`src/rtl/pc_unit.sv`:
```
// Program-counter stage: holds the PC, evaluates Bcond/Jcond conditions
// against the ALU flags, and supplies the JAL link value (PC+1).
module pc_unit #(
  parameter int ADDR_WIDTH = 16,
  parameter logic [ADDR_WIDTH-1:0] RESET_VECTOR = '0
) (
  input  logic                  clk,
  input  logic                  rst,
  input  logic                  pc_en,
  input  logic                  branch,
  input  logic                  jump,
  input  logic [15:0]           instruction,
  input  logic [4:0]            flags,
  input  logic [ADDR_WIDTH-1:0] rtarget,
  output logic [ADDR_WIDTH-1:0] pc,
  output logic [ADDR_WIDTH-1:0] link_data,
  output logic                  link_wr,
  output logic                  taken,
  output logic                  illegal
);

  logic                  flag_c, flag_l, flag_f, flag_z, flag_n;
  logic [3:0]            cond;
  logic                  cond_true;
  logic                  is_jal;
  logic [ADDR_WIDTH-1:0] pc_inc;
  logic [ADDR_WIDTH-1:0] pc_disp;
  logic [ADDR_WIDTH-1:0] next_pc;
  logic                  next_taken;
  logic                  unused_bits;

  assign {flag_c, flag_l, flag_f, flag_z, flag_n} = flags;
  assign cond   = instruction[11:8];
  assign is_jal = (instruction[7:4] == 4'b1000);

  // Opcode and register-select bits are decoded elsewhere.
  assign unused_bits = ^{instruction[15:12], instruction[3:0]};

  always_comb begin
    cond_true = 1'b0;
    case (cond)
      4'h0: cond_true = flag_z;
      4'h1: cond_true = !flag_z;
      4'h2: cond_true = flag_c;
      4'h3: cond_true = !flag_c;
      4'h4: cond_true = flag_l;
      4'h5: cond_true = !flag_l;
      4'h6: cond_true = flag_n;
      4'h7: cond_true = !flag_n;
      4'h8: cond_true = flag_f;
      4'h9: cond_true = !flag_f;
      4'hA: cond_true = !flag_l && !flag_z;
      4'hB: cond_true = flag_l || flag_z;
      4'hC: cond_true = !flag_n && !flag_z;
      4'hD: cond_true = flag_n || flag_z;
      4'hE: cond_true = 1'b1;
      default: cond_true = 1'b0;
    endcase
  end

  assign pc_inc    = pc + ADDR_WIDTH'(1);
  assign pc_disp   = pc + {{(ADDR_WIDTH-8){instruction[7]}}, instruction[7:0]};
  assign link_data = pc_inc;
  assign link_wr   = pc_en && jump && is_jal;

  // Jump takes priority over branch, which also covers the illegal both-set case.
  always_comb begin
    next_pc    = pc_inc;
    next_taken = 1'b0;
    if (jump) begin
      if (is_jal || cond_true) begin
        next_pc    = rtarget;
        next_taken = 1'b1;
      end
    end else if (branch) begin
      if (cond_true) begin
        next_pc    = pc_disp;
        next_taken = 1'b1;
      end
    end
  end

  always_ff @(posedge clk or posedge rst) begin
    if (rst) begin
      pc      <= RESET_VECTOR;
      taken   <= 1'b0;
      illegal <= 1'b0;
    end else if (pc_en) begin
      pc    <= next_pc;
      taken <= next_taken;
      if (branch && jump) illegal <= 1'b1;
    end
  end

endmodule
```
`config.mk`:
```
export PLATFORM = sky130hd
export DESIGN_NAME = pc_unit
export DESIGN_NICKNAME = d
export VERILOG_FILES = /design/src/rtl/pc_unit.sv
export SDC_FILE = /design/constraint.sdc
export NUM_CORES = 1
export LEC_CHECK = 0
export CAP_MARGIN = 20
export CORE_MARGIN = 2
export CORE_UTILIZATION = 30
export CTS_BUF_LIST = sky130_fd_sc_hd__clkbuf_4 sky130_fd_sc_hd__clkbuf_8 sky130_fd_sc_hd__clkbuf_16
export DETAILED_ROUTE_END_ITERATION = 10
export PLACE_DENSITY = 0.56
export SKIP_CTS_REPAIR_TIMING = 1
export SLEW_MARGIN = 20
export SYNTH_ARGS = -nofsm -noshare
export SYNTH_HDL_FRONTEND = slang
export SYNTH_SLANG_ARGS = --single-unit
```
`constraint.sdc`:
```
create_clock -name clk -period 3.3 [get_ports clk]
set_input_delay 0.495 -clock clk [delete_from_list [all_inputs] [get_ports clk]]
set_output_delay 0.495 -clock clk [all_outputs]
set_load 0.02 [all_outputs]
```
==> results.ini <==
[die]
core_area_um2 = 7650
die_area_um2 = 8530
die_h_um = 92.3
initial_core_util_pct = 30.6
num_rows = 32
ioPinCount = 77
die_w_um = 92.3

[synth]
synth_cell_types = 55
synth_top_family_by_area = simple AND/OR/NAND/NOR gates
synth_xor_area_share_pct = 10.8
yosysTopAreaCell = dfrtp_1
synth_warnings = 0
ys_async_sr_fraction_pct = 100
synthAdderAreaFrac_pct = 9.41
synth_fp_nets = 339
synth_compound_area_share_pct = 19.8
postSynthAreaPerCell_um2 = 8.36
synthSimpleGateAreaFrac_pct = 21.4
muxShareOfSynthArea_pct = 15.5
ys_seq_area_share_pct = 19.2
synth_top_cell_area_share_pct = 19.2
synthFlopType = dfrtp_1
ys_ff_latch = 18
syn_area_um2 = 2340
synth_edf_count = 0
synth.area.top_cells = dfrtp_1 19%, mux2i_1 11%, ha_1 8.6%
synth_cells = 280

[setup_path]
slowest_delay_ns = 0.68
required_ns = 2.80
worstSetupStartpointType = input pin
cp.arrival_ns = 2.55
crit_fanout = 4
cp_common_cell = clkdlybuf4s50_1
crit_path_end_kind = output port
crit_chain = clkdlybuf4s50_1 > or4b_2 > nor2_1 > clkdlybuf4s50_1
crit_type = in -> out
crit_slowest_cell = or4b_2

[route]
drc = 0
vias_per_cell = 5.17
wirelength_um = 7130
drtAntennaViolNets = 0
drt_first_pass_iters = 4
vias = 2395
drtIter0Drc = 83
wl_per_cell_um = 15.4

[power]
p_leak_nw = 1.39
p_sw_mw = 1.14
seqPwrFrac_pct = 18.9
internal_power_mw = 1.29
switching_share_pct = 47.0
combPwrFrac_pct = 72.7
powerDensity_nw_per_um2 = 735
finalPower_mw = 2.43
ir_worst_vdd_mv = 0.372
power.share.clock_pct = 8.3

[timing]
hold-worst-slack_ns = 0.518
finalSetupTns_ns = 0
rsz0062_at_grt = false
fin_skew_ns = 0.00427
setup_viol = 0
post-route-period-util_pct = 92.3
min_period_ns = 3.05
timing.slew.headroom_pct = 45.1
hold_viol = 0
max_freq_mhz = 328
worstMarginPinSlew_ns = 0.823
final-max-slew-violation-count = 0

[place]
gp_congestion = 0.908
dp_cells = 459
port_buffers = 72
postPlaceCellArea_um2 = 3250
dp_hpwl_um = 5640

[job]
cap_violations = 0

[global_routing]
grt_max_degree = 22
grt_pass1_vias = 2373
antenna_found_initial = 0
grt_usage_pct = 16.6
gr-total-overflow = 0
grt_first_pass_wirelength_um = 11600

[clock_tree]
htree_levels = 1
numCtsBuffers = 3
cts_tree = done
clock_path_buffers = 2
clock_latency_ns = 0.27
clk_pin_slew_worst_paths_ns = 0.08
ctsRootBufferMaster = clkbuf_8
cts_sinks = 18

[finish]
post_route_cells_drive_above_1_share_pct = 11.9
num_antenna_cells = 0
seqCellArea_um2 = 450
multi_input_area_um2 = 1800
nFillCells = 793
finalNonFillerCells = 463
stdcell_area_um2 = 3310
syn2layout_area_growth_pct = 41.2
nNetsFinal = 421

[min_path]
hold_path_class = reg -> reg

[run_status]
outcome = finished, final reports clean

[cell type report]
cell class | count | area share [%]
inverters | 10 | 1.14
clock buffers | 4 | 1.67
multi-input cells | 242 | 54.5
flip-flops and latches | 18 | 13.6
well taps | 102 | 3.86
repair buffers | 87 | 25.2
[path summary, 6_finish.rpt]
kind                                   start                end  slack (ns)  cells past startpoint
setup / recovery              instruction[7]            link_wr        0.25                      4
hold / removal             taken$_DFFE_PP0P_  taken$_DFFE_PP0P_        0.52                      1
setup reg to reg           pc[0]$_DFFE_PP0P_  pc[8]$_DFFE_PP0P_        0.45                     10
hold reg to reg            taken$_DFFE_PP0P_  taken$_DFFE_PP0P_        0.52                      1
max in group asynchronous                rst  taken$_DFFE_PP0P_        2.10                      2
min in group asynchronous                rst  pc[6]$_DFFE_PP0P_        0.69                      2
[synth_stat cells, drive strengths merged (2+ instances only)]
cell type  number
o21ai           7
nand2b          5
and4            2
mux2i          25
and3            5
a211oi          6
o311a           2
ha             16
xnor2          17
xor2           12
nand3          10
o41ai           2
and2            2
dfrtp          18
nand2          21
or2             2
o211ai          6
mux2           10
a21oi          16
nor3            8
a31o            2
o31ai           2
inv            10
buf             5
a21o            5
nor2           29
nor3b           3
or3             3
o21bai          2
a31oi          10
clkbuf          5
[layout by cell type, fill, tap and decap left out, drive strengths merged, types with 7 or more instances in the layout]
cell,count
xnor2,17
nand2,21
mux2i,25
o21ai,7
nand3,10
nor3,8
buf,15
clkdlybuf4s50,72
a31oi,10
inv,10
nor2,29
mux2,10
a21oi,16
xor2,12
dfrtp,18
ha,16
[through the flow]
stage	utilization [%]	setup slack [ns]
after floorplan	-	0.649
after global placement	42.5	0.0394
after detailed placement	42.5	0.0118
after CTS	43.2	0.228
after global routing	43.2	0.0830
final	43.2	0.253
[power by group through the flow]
stage | Combinational [mW] | Clock, mW | Sequential [mW]
2_1_floorplan | 1.06 | 0 | 0.525
3_3_place_gp | 1.76 | 0 | 0.464
3_5_place_dp | 1.77 | 0 | 0.466
4_1_cts | 1.78 | 0.207 | 0.463
5_1_grt | 1.94 | 0.212 | 0.481
6_report | 1.77 | 0.202 | 0.460
[state kept, by name, summed over array words and instances, names as in the netlist]
register,count
pc,16
illegal,1
taken,1
[critical path: cells and delay by family]
family | cells | cell delay (ns)
buffers and inverters | 2 | 1.22
and+or+nand+nor | 2 | 0.84
[cells by family (layout without fill, tap and decap cells)]
family,after synthesis,after routing
multiplexers,35,35
AO/OA/AOI/OAI,64,64
XOR/XNOR,29,29
buffers and inverters,20,101
adder cells (fa/ha/maj),17,17
flip-flops,18,18
AND/OR/NAND/NOR,97,97
[per-layer routing]
metal	vias up	GRT usage, %	part of all wire (%)
li1	1195	-	-
met1	1138	22.8	49
met2	58	28.0	47
met3	4	2.93	4.0
met4	0	2.11	0.27
met5	-	0	0
Note: power is estimated with default switching activity, not from simulation.
